$ cat src/rtl/mm_pkg.sv
// Shared types and helpers for the Mastermind round sequencer.
// A code word packs four 3-bit colours: [2:0] is position 0 and [11:9] is position 3.
package mm_pkg;

   localparam int POS_W   = 3;
   localparam int NUM_POS = 4;
   localparam int CODE_W  = POS_W * NUM_POS;

   localparam logic [POS_W-1:0] COLOUR_EMPTY = 3'd0;
   localparam logic [POS_W-1:0] COLOUR_MIN   = 3'd1;
   localparam logic [POS_W-1:0] COLOUR_MAX   = 3'd6;

   typedef enum logic [2:0] {
      ST_IDLE        = 3'd0,
      ST_ENTRY       = 3'd1,
      ST_SCORE_EXACT = 3'd2,
      ST_SCORE_COLOR = 3'd3,
      ST_HOLD        = 3'd4,
      ST_WON         = 3'd5,
      ST_LOST        = 3'd6
   } mm_state_e;

   // Colour at position idx of a packed code word.
   function automatic logic [POS_W-1:0] get_field(input logic [CODE_W-1:0] code,
                                                  input logic [1:0]        idx);
      return code[int'(idx)*POS_W +: POS_W];
   endfunction

   // Next colour for a tapped peg: empty or 6 both wrap to 1.
   function automatic logic [POS_W-1:0] next_colour(input logic [POS_W-1:0] f);
      return (f >= COLOUR_MAX) ? COLOUR_MIN : f + 3'd1;
   endfunction

   // Number of positions holding colour c (0..4).
   function automatic logic [2:0] count_colour(input logic [CODE_W-1:0] code,
                                               input logic [POS_W-1:0]  c);
      logic [2:0] n;
      n = '0;
      for (int i = 0; i < NUM_POS; i++)
         if (code[i*POS_W +: POS_W] == c) n = n + 3'd1;
      return n;
   endfunction

   // True when no position is empty.
   function automatic logic code_complete(input logic [CODE_W-1:0] code);
      logic ok;
      ok = 1'b1;
      for (int i = 0; i < NUM_POS; i++)
         if (code[i*POS_W +: POS_W] == COLOUR_EMPTY) ok = 1'b0;
      return ok;
   endfunction

endpackage

$ cat src/rtl/mm_round_ctrl_if.sv
// Front-end / display bundle of the round sequencer.
// master: touch front-end + display side; slave: the sequencer.
interface mm_round_ctrl_if;
   import mm_pkg::*;

   logic              secret_valid;
   logic [CODE_W-1:0] secret;
   logic              tap_valid;
   logic [2:0]        tap_col;
   logic              new_game;

   logic [CODE_W-1:0] guess;
   logic [2:0]        row;
   logic [2:0]        black;
   logic [2:0]        white;
   logic              score_valid;
   logic              commit_reject;
   logic              busy;
   logic              win;
   logic              lose;

   modport master (
      output secret_valid, secret, tap_valid, tap_col, new_game,
      input  guess, row, black, white, score_valid, commit_reject, busy, win, lose
   );

   modport slave (
      input  secret_valid, secret, tap_valid, tap_col, new_game,
      output guess, row, black, white, score_valid, commit_reject, busy, win, lose
   );

endinterface

$ cat src/rtl/mm_peg_scorer.sv
// Multi-cycle peg scorer: four exact-match cycles (position 0..3) followed by
// six colour cycles (colour 1..6). white is resolved on the last colour cycle
// as (sum of per-colour minimum counts) - black, which can never underflow.
module mm_peg_scorer
   import mm_pkg::*;
(
   input  logic              clock,
   input  logic              reset,
   input  logic              start_i,
   input  logic              clear_i,
   input  logic [CODE_W-1:0] guess_i,
   input  logic [CODE_W-1:0] secret_i,
   output logic [2:0]        black_o,
   output logic [2:0]        white_o,
   output logic              exact_done_o,
   output logic              done_o
);

   logic       run_q, run_d;
   logic       colour_q, colour_d;
   logic [2:0] cnt_q, cnt_d;
   logic [2:0] black_q, black_d;
   logic [2:0] white_q, white_d;
   logic [2:0] acc_q, acc_d;
   logic [2:0] g_cnt, s_cnt, m_cnt;

   assign g_cnt = count_colour(guess_i, cnt_q);
   assign s_cnt = count_colour(secret_i, cnt_q);
   assign m_cnt = (g_cnt < s_cnt) ? g_cnt : s_cnt;

   // Scorer registers.
   always_ff @(posedge clock or negedge reset) begin
      if (!reset) begin
         run_q    <= 1'b0;
         colour_q <= 1'b0;
         cnt_q    <= '0;
         black_q  <= '0;
         white_q  <= '0;
         acc_q    <= '0;
      end else begin
         run_q    <= run_d;
         colour_q <= colour_d;
         cnt_q    <= cnt_d;
         black_q  <= black_d;
         white_q  <= white_d;
         acc_q    <= acc_d;
      end
   end

   // Iterate positions, then colours; clear wins over start.
   always_comb begin
      run_d    = run_q;
      colour_d = colour_q;
      cnt_d    = cnt_q;
      black_d  = black_q;
      white_d  = white_q;
      acc_d    = acc_q;
      if (clear_i || start_i) begin
         run_d    = start_i && !clear_i;
         colour_d = 1'b0;
         cnt_d    = '0;
         black_d  = '0;
         white_d  = '0;
         acc_d    = '0;
      end else if (run_q && !colour_q) begin
         if (get_field(guess_i, cnt_q[1:0]) == get_field(secret_i, cnt_q[1:0]))
            black_d = black_q + 3'd1;
         if (cnt_q == 3'(NUM_POS - 1)) begin
            colour_d = 1'b1;
            cnt_d    = COLOUR_MIN;
         end else begin
            cnt_d = cnt_q + 3'd1;
         end
      end else if (run_q) begin
         acc_d = acc_q + m_cnt;
         if (cnt_q == COLOUR_MAX) begin
            white_d  = acc_q + m_cnt - black_q;
            run_d    = 1'b0;
            colour_d = 1'b0;
            cnt_d    = '0;
         end else begin
            cnt_d = cnt_q + 3'd1;
         end
      end
   end

   assign black_o      = black_q;
   assign white_o      = white_q;
   assign exact_done_o = run_q && !colour_q && (cnt_q == 3'(NUM_POS - 1));
   assign done_o       = run_q && colour_q && (cnt_q == COLOUR_MAX);

endmodule

$ cat src/rtl/mm_round_ctrl.sv
// Mastermind round sequencer: owns the guess register, row counter and hold
// timer, and drives the peg scorer.
// Optional build macro MM_SECRET_REVEAL_EN adds the reveal output (latched
// secret while WON/LOST, zero otherwise).
//
// state          | meaning
// ---------------+-----------------------------------------------------
// ST_IDLE        | waiting for a secret
// ST_ENTRY       | column taps edit the guess, commit starts scoring
// ST_SCORE_EXACT | scorer compares positions 0..3 (4 cycles)
// ST_SCORE_COLOR | scorer sums colour overlaps 1..6 (6 cycles)
// ST_HOLD        | score displayed for HOLD_CYCLES
// ST_WON         | four exact matches; waits for new_game
// ST_LOST        | last row missed; waits for new_game
module mm_round_ctrl
   import mm_pkg::*;
#(
   parameter int NUM_ROWS    = 8,
   parameter int HOLD_CYCLES = 25000000
)(
   input  logic              clock,
   input  logic              reset,
   mm_round_ctrl_if.slave    bus
`ifdef MM_SECRET_REVEAL_EN
   ,
   output logic [CODE_W-1:0] reveal
`endif
);

   localparam int HOLD_W = (HOLD_CYCLES > 1) ? $clog2(HOLD_CYCLES) : 1;
   localparam logic [HOLD_W-1:0] HOLD_LOAD = HOLD_W'(HOLD_CYCLES - 1);
   localparam logic [2:0]        ROW_TOP   = 3'(NUM_ROWS - 1);

   mm_state_e         state_q, state_d;
   logic [CODE_W-1:0] guess_q, guess_d;
   logic [CODE_W-1:0] secret_q, secret_d;
   logic [2:0]        row_q, row_d;
   logic [HOLD_W-1:0] hold_q, hold_d;
   logic              reject_q, reject_d;

   logic              tap_peg, tap_commit;
   logic              score_start, score_clear;
   logic              exact_done, score_done;
   logic [2:0]        black, white;

   assign tap_peg    = bus.tap_valid && !bus.tap_col[2];
   assign tap_commit = bus.tap_valid && (bus.tap_col == 3'd4);

   mm_peg_scorer u_scorer (
      .clock        (clock),
      .reset        (reset),
      .start_i      (score_start),
      .clear_i      (score_clear),
      .guess_i      (guess_q),
      .secret_i     (secret_q),
      .black_o      (black),
      .white_o      (white),
      .exact_done_o (exact_done),
      .done_o       (score_done)
   );

   // State and datapath registers.
   always_ff @(posedge clock or negedge reset) begin
      if (!reset) begin
         state_q  <= ST_IDLE;
         guess_q  <= '0;
         secret_q <= '0;
         row_q    <= ROW_TOP;
         hold_q   <= '0;
         reject_q <= 1'b0;
      end else begin
         state_q  <= state_d;
         guess_q  <= guess_d;
         secret_q <= secret_d;
         row_q    <= row_d;
         hold_q   <= hold_d;
         reject_q <= reject_d;
      end
   end

   // Next state, guess editing, row advance and hold timer.
   always_comb begin
      state_d     = state_q;
      guess_d     = guess_q;
      secret_d    = secret_q;
      row_d       = row_q;
      hold_d      = hold_q;
      reject_d    = 1'b0;
      score_start = 1'b0;
      score_clear = 1'b0;
      case (state_q)
         ST_IDLE: begin
            if (bus.secret_valid) begin
               secret_d = bus.secret;
               state_d  = ST_ENTRY;
            end
         end
         ST_ENTRY: begin
            if (tap_peg) begin
               for (int k = 0; k < NUM_POS; k++)
                  if (bus.tap_col[1:0] == 2'(k))
                     guess_d[k*POS_W +: POS_W] = next_colour(guess_q[k*POS_W +: POS_W]);
            end else if (tap_commit) begin
               if (code_complete(guess_q)) begin
                  score_start = 1'b1;
                  state_d     = ST_SCORE_EXACT;
               end else begin
                  reject_d = 1'b1;
               end
            end
         end
         ST_SCORE_EXACT: begin
            if (exact_done) state_d = ST_SCORE_COLOR;
         end
         ST_SCORE_COLOR: begin
            if (score_done) begin
               hold_d  = HOLD_LOAD;
               state_d = ST_HOLD;
            end
         end
         ST_HOLD: begin
            if (hold_q == '0) begin
               if (black == 3'(NUM_POS)) begin
                  state_d = ST_WON;
               end else if (row_q == 3'd0) begin
                  state_d = ST_LOST;
               end else begin
                  row_d   = row_q - 3'd1;
                  guess_d = '0;
                  state_d = ST_ENTRY;
               end
            end else begin
               hold_d = hold_q - HOLD_W'(1);
            end
         end
         ST_WON, ST_LOST: begin
            if (bus.new_game) begin
               row_d       = ROW_TOP;
               guess_d     = '0;
               score_clear = 1'b1;
               state_d     = ST_IDLE;
            end
         end
         default: state_d = ST_IDLE;
      endcase
   end

   // Status flags decoded from the current state.
   always_comb begin
      bus.score_valid = 1'b0;
      bus.busy        = 1'b0;
      bus.win         = 1'b0;
      bus.lose        = 1'b0;
      case (state_q)
         ST_SCORE_EXACT, ST_SCORE_COLOR: bus.busy = 1'b1;
         ST_HOLD: begin
            bus.busy        = 1'b1;
            bus.score_valid = 1'b1;
         end
         ST_WON: begin
            bus.score_valid = 1'b1;
            bus.win         = 1'b1;
         end
         ST_LOST: begin
            bus.score_valid = 1'b1;
            bus.lose        = 1'b1;
         end
         default: ;
      endcase
`ifdef MM_SECRET_REVEAL_EN
      reveal = (state_q == ST_WON || state_q == ST_LOST) ? secret_q : '0;
`endif
   end

   assign bus.guess         = guess_q;
   assign bus.row           = row_q;
   assign bus.black         = black;
   assign bus.white         = white;
   assign bus.commit_reject = reject_q;

endmodule

$ cat src/flat_wrapper.sv
// flat-port wrapper written by rule: the top's interface ports become plain ports
module mm_round_ctrl_flat import mm_pkg::*;
#(
   parameter int NUM_ROWS    = 8,
   parameter int HOLD_CYCLES = 25000000
)
  (clock, reset, bus_secret_valid, bus_secret, bus_tap_valid, bus_tap_col, bus_new_game, bus_guess, bus_row, bus_black, bus_white, bus_score_valid, bus_commit_reject, bus_busy, bus_win, bus_lose);
  mm_round_ctrl_if bus_i ();
  input  logic clock;
  input  logic reset;
  input wire logic [$bits(bus_i.secret_valid)-1:0] bus_secret_valid;
  input wire logic [$bits(bus_i.secret)-1:0] bus_secret;
  input wire logic [$bits(bus_i.tap_valid)-1:0] bus_tap_valid;
  input wire logic [$bits(bus_i.tap_col)-1:0] bus_tap_col;
  input wire logic [$bits(bus_i.new_game)-1:0] bus_new_game;
  output wire logic [$bits(bus_i.guess)-1:0] bus_guess;
  output wire logic [$bits(bus_i.row)-1:0] bus_row;
  output wire logic [$bits(bus_i.black)-1:0] bus_black;
  output wire logic [$bits(bus_i.white)-1:0] bus_white;
  output wire logic [$bits(bus_i.score_valid)-1:0] bus_score_valid;
  output wire logic [$bits(bus_i.commit_reject)-1:0] bus_commit_reject;
  output wire logic [$bits(bus_i.busy)-1:0] bus_busy;
  output wire logic [$bits(bus_i.win)-1:0] bus_win;
  output wire logic [$bits(bus_i.lose)-1:0] bus_lose;
  assign bus_i.secret_valid = bus_secret_valid;
  assign bus_i.secret = bus_secret;
  assign bus_i.tap_valid = bus_tap_valid;
  assign bus_i.tap_col = bus_tap_col;
  assign bus_i.new_game = bus_new_game;
  assign bus_guess = bus_i.guess;
  assign bus_row = bus_i.row;
  assign bus_black = bus_i.black;
  assign bus_white = bus_i.white;
  assign bus_score_valid = bus_i.score_valid;
  assign bus_commit_reject = bus_i.commit_reject;
  assign bus_busy = bus_i.busy;
  assign bus_win = bus_i.win;
  assign bus_lose = bus_i.lose;
  mm_round_ctrl #(.NUM_ROWS(NUM_ROWS), .HOLD_CYCLES(HOLD_CYCLES)) u_core (.clock(clock), .reset(reset), .bus(bus_i));
endmodule
$ cat config.mk
export PLATFORM = sky130hd
export DESIGN_NAME = mm_round_ctrl_flat
export DESIGN_NICKNAME = d
export VERILOG_FILES = /design/src/rtl/mm_pkg.sv /design/src/rtl/mm_round_ctrl_if.sv /design/src/rtl/mm_peg_scorer.sv /design/src/rtl/mm_round_ctrl.sv /design/src/flat_wrapper.sv
export SDC_FILE = /design/constraint.sdc
export NUM_CORES = 1
export LEC_CHECK = 0
export BUFFER_PORTS_ARGS = -buffer_cell sky130_fd_sc_hd__buf_4
export CORE_MARGIN = 1.5
export CORE_UTILIZATION = 25
export DETAILED_ROUTE_END_ITERATION = 7
export MAX_ROUTING_LAYER = met4
export PLACE_DENSITY_LB_ADDON = 0.15
export REMOVE_ABC_BUFFERS = 1
export SLEW_MARGIN = 20
export SYNTH_ARGS = -nofsm -noshare
export SYNTH_HDL_FRONTEND = slang
export SYNTH_SLANG_ARGS = --single-unit
$ cat constraint.sdc
create_clock -name clock -period 11.13 [get_ports clock]
set_input_delay 2.226 -clock clock [delete_from_list [all_inputs] [get_ports clock]]
set_output_delay 2.226 -clock clock [all_outputs]
set_load 0.1 [all_outputs]
Word level (Yosys, flattened, before mapping)

Index checks and enable logic that the tools add are counted.

Register bits: 70
Bits of input ports: 20
Output and inout bits: 26
Word-level logic and storage cells: 209

$add $sub $neg: 16
$mul: 1
Order comparisons: 5
Equality and inequality tests: 40
Shift-type cells: 2
Mux-type cells: 87
Reduce and logical (&&, ||, !) cells: 43

Operator list:

| cell                                                                    | count |
|---|---|
| 3-bit two-way mux                                                       | 44 |
| 12-bit two-way mux                                                      | 5 |
| 25-bit two-way mux                                                      | 2 |
| 25-bit one-hot mux with 2 select lines                                  | 1 |
| 3-bit by 1-bit adder with 3-bit output, second input constant           | 12 |
| 12-bit one-hot mux with 3 select lines                                  | 1 |
| 1-bit two-way mux                                                       | 32 |
| 12-bit by 32-bit indexed part select with 3-bit output                  | 1 |
| 7-bit AND reduction                                                     | 4 |
| 3-bit equality test                                                     | 9 |
| 25-bit zero test                                                        | 1 |
| 25-bit by 1-bit subtractor with 25-bit output, second input constant    | 1 |
| 2-bit by 1-bit inequality test with 1-bit output, second input constant | 10 |
| 3-bit equality test, second input constant                              | 6 |
| 3-bit zero test                                                         | 6 |
| 3-bit one-hot mux with 6 select lines                                   | 1 |
| 2-bit inequality test, second input constant                            | 7 |
| 3-bit greater-or-equal comparator, second input constant                | 4 |
| 2-bit nonzero test                                                      | 6 |
| 12-bit by 5-bit indexed part select with 3-bit output                   | 1 |
| 3-bit by 2-bit equality test with 1-bit output, second input constant   | 3 |
| 3-bit AND reduction                                                     | 3 |
| 3-bit nonzero test                                                      | 3 |
| 8-bit AND reduction                                                     | 1 |
| other kinds (18)                                                        | 30 |

Logic depth before layout (Yosys ltp)

Depth in word-level cells: 16
Mapped depth: 24
Gate-level depth less buffers: 22

Hierarchy

Synthesis repeated with hierarchy kept, for this count alone.

Cell total of the unflattened synthesis: 515
Area, all modules: 4854.7 µm²

Modules (own cells, without submodules):

| module        | instances | cells an instance | area an instance (µm²) | seq. area each (µm²) |
|---|---|---|---|---|
| mm_round_ctrl | 1         | 321               | 3179.3                 | 1405.1 |
| mm_peg_scorer | 1         | 194               | 1675.4                 | 350.3 |

Worst setup path before layout

Ideal clock, no wire load.

Path kind: register -> register
Start point: register u_core.guess_q[1] (netlist: u_core.bus.guess[1])
End point: register u_core.u_scorer.white_q[2] (netlist: u_core.u_scorer.white_o[2])
Library setup time: 0.132 ns
Arrival: 4.863 ns
Required time: 10.998 ns
Setup slack: 6.135 ns
Stages on the path, launching flop included: 22
Buffers on the path: 0
Clock period less this slack: 4.995 ns
Path through: dfrtp_1 -> xnor2_1 -> and3_1 -> ha_1 -> xnor2_1 -> inv_1 -> ha_1 -> mux2i_1 -> inv_1 -> ha_1 -> nor2_1 -> o21bai_1 -> o22ai_1 -> or3_1 -> fa_1 -> inv_1 -> fa_1 -> xnor2_1 -> xnor2_1 -> nor2_1 -> a21oi_1 -> nor2_1

Word-level cells in the longest chain between the ends: 16
Elaborated cells between the ends (all ways): 33
Those cells by class: add/sub: 5; order compare: 1; eq/ne: 2; mux: 20; reduce/logical: 5

RTL lines:

| what                                   | line                | text |
|---|---|---|
| start: declaration                     | mm_round_ctrl.sv:35 | `logic [CODE_W-1:0] guess_q, guess_d;` |
| start signal: assignment               | mm_round_ctrl.sv:73 | `guess_q <= guess_d;` |
| 3-bit equality test                    | mm_pkg.sv:40        | `if (code[i*POS_W +: POS_W] == c) n = n + 3'd1;` |
| 1-bit two-way mux                      | mm_pkg.sv:40        |  |
| 3-bit by 1-bit adder with 3-bit output | mm_pkg.sv:40        |  |
| 3-bit two-way mux                      | mm_pkg.sv:40        |  |
| 3-bit by 1-bit adder with 3-bit output | mm_pkg.sv:40        |  |
| 3-bit two-way mux                      | mm_pkg.sv:40        |  |
| 3-bit by 1-bit adder with 3-bit output | mm_pkg.sv:40        |  |
| 3-bit two-way mux                      | mm_pkg.sv:40        |  |
| 3-bit less-than comparator             | mm_peg_scorer.sv:29 | `assign m_cnt = (g_cnt < s_cnt) ? g_cnt : s_cnt;` |
| 3-bit two-way mux                      | mm_peg_scorer.sv:29 |  |
| 3-bit adder                            | mm_peg_scorer.sv:77 | `white_d = acc_q + m_cnt - black_q;` |
| 3-bit subtractor                       | mm_peg_scorer.sv:77 |  |
| 3-bit two-way mux                      | mm_peg_scorer.sv:76 | `if (cnt_q == COLOUR_MAX) begin` |
| 3-bit two-way mux                      | mm_peg_scorer.sv:74 | `end else if (run_q) begin` |
| 3-bit two-way mux                      | mm_peg_scorer.sv:65 | `end else if (run_q && !colour_q) begin` |
| 3-bit two-way mux                      | mm_peg_scorer.sv:58 | `if (clear_i \|\| start_i) begin` |
| end signal: assignment                 | mm_peg_scorer.sv:45 | `white_q <= white_d;` |
| end: declaration                       | mm_peg_scorer.sv:23 | `logic [2:0] white_q, white_d;` |

Parallel ways exist; a longest one is shown, timed or not. The select of a mux whose other input is x is not followed.
A chain may end at the register's enable or synchronous reset.

Worst setup path in the final report

Start point: register u_core.u_scorer.cnt_q[0]
End point: register u_core.u_scorer.white_q[2] (netlist: u_core.u_scorer.white_o[2])

Word-level cells in the longest chain between the ends: 16
Elaborated cells between the ends (all ways): 33
Those cells by class: add/sub: 8; order compare: 1; eq/ne: 9; mux: 13; reduce/logical: 2

RTL lines:

| what                                   | line                | text |
|---|---|---|
| start: declaration                     | mm_peg_scorer.sv:21 | `logic [2:0] cnt_q, cnt_d;` |
| start signal: assignment               | mm_peg_scorer.sv:43 | `cnt_q <= cnt_d;` |
| 3-bit equality test                    | mm_pkg.sv:40        |  |
| 1-bit two-way mux                      | mm_pkg.sv:40        |  |
| 3-bit by 1-bit adder with 3-bit output | mm_pkg.sv:40        |  |
| 3-bit two-way mux                      | mm_pkg.sv:40        |  |
| 3-bit by 1-bit adder with 3-bit output | mm_pkg.sv:40        |  |
| 3-bit two-way mux                      | mm_pkg.sv:40        |  |
| 3-bit by 1-bit adder with 3-bit output | mm_pkg.sv:40        |  |
| 3-bit two-way mux                      | mm_pkg.sv:40        |  |
| 3-bit less-than comparator             | mm_peg_scorer.sv:29 |  |
| 3-bit two-way mux                      | mm_peg_scorer.sv:29 |  |
| 3-bit adder                            | mm_peg_scorer.sv:77 |  |
| 3-bit subtractor                       | mm_peg_scorer.sv:77 |  |
| 3-bit two-way mux                      | mm_peg_scorer.sv:76 |  |
| 3-bit two-way mux                      | mm_peg_scorer.sv:74 |  |
| 3-bit two-way mux                      | mm_peg_scorer.sv:65 |  |
| 3-bit two-way mux                      | mm_peg_scorer.sv:58 |  |

Parallel ways exist; a longest one is shown, timed or not. The select of a mux whose other input is x is not followed.

==> impl_results.md <==
- Setup TNS: 0 ns
- Largest net degree at the start of global routing: 71
- Vias in the first global route: 3769
- Nets@finish: 603
- Hold Fails Final Rpt: 0
- Crit end category: register
- Antenna Nets Post-Route: 0
- Crit-path max FO: 18
- Post_cts resized: 0
- Power, Total: 0.000781 W
- R2R cell count: 20
- Clk slew on worst S/H paths: 0.06 ns
- Post-route clock skew: 0.00697 ns
- Slew HR: 36.6%
- Fin area: 5710 um^2
- Unrepaired setup endpoints after global routing: false
- Drt pass-1 iters: 4
- Adder-Cell Fraction of Synth Area: 8.76%
- Initial antenna violation count: 0
- Port Buffer Count: 45
- Vias per inst: 4.75
- Post-CTS Setup Inserts: 0
- Layout cells sized above 1: 17.8%
- Die ar.: 19800 um^2
- Worst EP required: 11.34 ns
- Startpoint Class: register
- Final setup viols: 0
- Clock sinks: 70
- Layout Area Growth over Synthesis: 20.3%
- Slew Limit Fails: 0
- Gpl congestion: 0.805
- Synth unique cells: 56
- Predominant post-synthesis flop cell: dfrtp_1
- Top cell type's share of synthesized area: 35.3%
- Area of the mapped netlist: 4740 um^2
- Die Y: 141 um
- Final Instance Count excl. Fillers: 790
- Simple-Gate Fraction of Synth Area: 19.9%
- Worst-margin pin slew: 0.951 ns
- # IOs: 46
- Dominant cell type by area after synthesis: dfrtp_1
- CTS tree: built
- Leakage: 2.45 nW
- GR peak layer: met2
- # H-tree levels: 3
- Seq cells post-synth: 70
- Antenna cells: 0
- Synth async-reset ratio: 100%
- Clk root buf: clkbuf_16
- Fin crit share: 46.1%
- Setup crit start: u_core.u_scorer.cnt_q[0]$_DFFE_PN0P_
- Max cap viols: 0
- Worst-case clock buffer depth: 2
- Post-layout min period: 5.13 ns
- Crit path to: u_core.u_scorer.white_o[2]$_DFFE_PN0P_
- CTS buffer count: 9
- Crit path kind: reg2reg
- Hpwl dp: 8.36 mm
- Drc violations: 0
- DR iter-0 viols: 170
- Initial Util: 25.4%
- Largest family of logic cells by synthesized area: simple AND/OR/NAND/NOR gates
- Average size of a mapped cell: 9.30 um^2
- Via Count: 3753
- Peak VDD IR: 0.0000769 V
- Sequential area share after synthesis: 37.0%
- # placed instances: 774
- Fmax: 195 MHz
- R2R Path Start: u_core.u_scorer.cnt_q[0]$_DFFE_PN0P_
- Hold-critical path depth: 2
- Warning count from the yosys run: 0
- Status: completed
- Xor/xnor share of the synthesized area: 10.5%
- R2R Setup Slk: 6.00 ns
- Core area: 18600 um^2
- Chip Width: 141 um
- Class of the tightest hold or removal check: reg2reg
- GR Util met2: 20.4%
- First-pass GRT wire length: 19.5 mm
- Placed cell area: 5340 um^2
- Final wirelength: 11.7 mm
- Tot GR Track Use: 12.9%
- Hold_buf cts: 0
- Post-synth EDFFs: 0
- PwrDens: 137 nW/um^2
- FP Rows: 50
- Met1 Usage GRT: 16.3%
- Compound-Gate Fraction of Synth Area: 11.6%
- Clk Latency, worst-skew pair: 0.35 ns
- Met3 Track Usage GR: 3.13%
- Mux cell area share after synthesis: 6.96%
- Worst EP arrival: 5.34 ns
- Reg2reg end: u_core.u_scorer.white_o[2]$_DFFE_PN0P_
- DR WL/cell: 14.8 um
- Grt total ovfl: 0
- Syn Inst Count: 510
- Largest cells by area after synthesis: dfrtp_1 35%, ha_1 7.9%, xnor2_1 6.5%, xor2_1 4.1%, nand2_1 4.0%
==> state kept, by name (all words and copies together), names as in the netlist <==
name                      count
u_core.state_q                3
u_core.u_scorer.colour_q      1
u_core.u_scorer.acc_q         3
u_core.bus.row                3
u_core.u_scorer.run_q         1
u_core.u_scorer.white_o       3
u_core.bus.commit_reject      1
u_core.bus.guess             12
u_core.secret_q              12
u_core.u_scorer.cnt_q         3
u_core.hold_q                25
u_core.u_scorer.black_o       3
==> cell type report <==
type                    instances  area (um^2)
fillers                      1939        12900
well taps                     234          293
multi-input cells             375         2750
clock buffers                   9          225
clock inverters                 7          145
repair buffers                 50          375
flip-flops and latches         70         1760
inverters                      45          169
==> through the flow <==
step                      hold WS, ns  utilization, %  worst slack (ns)
after floorplan                 0.476               -              6.13
after global placement          0.501            28.6              6.09
after detailed placement        0.517            28.6              5.95
after CTS                       0.528            30.6              5.94
after global routing            0.562            30.6              5.47
final                           0.527            30.6              6.00
==> where the power goes <==
group	total, W	switching, W	internal, W
combinational	0.000139	0.0000870	0.0000516
sequential	0.000276	0.00000903	0.000267
clock	0.000367	0.000124	0.000243
total	0.000781	0.000220	0.000562
==> worst min path at each step <==
stage,startpoint,endpoint
2_1_floorplan,u_core.hold_q[14]$_DFFE_PN0P_,u_core.hold_q[14]$_DFFE_PN0P_
3_3_place_gp,u_core.u_scorer.white_o[2]$_DFFE_PN0P_,u_core.u_scorer.white_o[2]$_DFFE_PN0P_
3_5_place_dp,u_core.u_scorer.white_o[2]$_DFFE_PN0P_,u_core.u_scorer.white_o[2]$_DFFE_PN0P_
4_1_cts,u_core.bus.row[0]$_DFFE_PN1P_,u_core.bus.row[0]$_DFFE_PN1P_
5_1_grt,u_core.hold_q[0]$_DFFE_PN0P_,u_core.hold_q[0]$_DFFE_PN0P_
6_report,u_core.bus.row[0]$_DFFE_PN1P_,u_core.bus.row[0]$_DFFE_PN1P_
==> logic make-up after synthesis <==
| logic type | count (synthesis) |
|---|---|
| flops | 70 |
| xor+xnor | 57 |
| buf+inv | 65 |
| mux | 24 |
| fa+ha+maj | 32 |
| simple gates | 178 |
| compound gates | 84 |
==> cell usage in the layout (no fill, tap or decap), drive strengths merged, types with 14 or more instances in the layout <==
cell type	instances
dfrtp	67
buf	50
nor2	40
nand2	51
xor2	22
xnor2	35
nand3	22
nor3	14
inv	46
a21oi	22
o21ai	19
ha	30
==> synthesized netlist by cell type (all sizes together), types with 4 or more instances <==
cell / count
nor2: 40
xor2: 22
a211oi: 6
ha: 30
inv: 45
nand4: 5
nand2b: 4
nor2b: 5
dfrtp: 67
a21o: 4
mux4: 6
nand2: 51
o211ai: 6
mux2i: 6
or4: 4
mux2: 12
buf: 5
o31ai: 4
o41ai: 4
xnor2: 35
o21ai: 19
nor4: 10
nand3: 22
and3: 7
nor3: 14
a21oi: 22
clkbuf: 15
==> per-layer routing <==
metal / vias up / share of wire (%)
met4: 0 / 0.95
met5: - / 0
met1: 1847 / 48
met3: 9 / 3.7
li1: 1852 / -
met2: 45 / 47
==> critical path, cell delays in order (launching register included) <==
cell and delay (ns):
dfrtp_1 0.87, xnor2_1 0.15, and3_1 0.23, ha_1 0.33, xor2_1 0.33, inv_1 0.09, ha_1 0.27, mux2i_1 0.23
ha_1 0.24, nor2_1 0.06, o21bai_1 0.19, o22ai_1 0.11, or3_1 0.34, fa_1 0.56, inv_1 0.06, fa_1 0.40
xnor2_1 0.17, xnor2_1 0.13, nor2_1 0.05, a21oi_1 0.12, nor2_1 0.05
No activity file was read; power rests on OpenSTA's default activity.
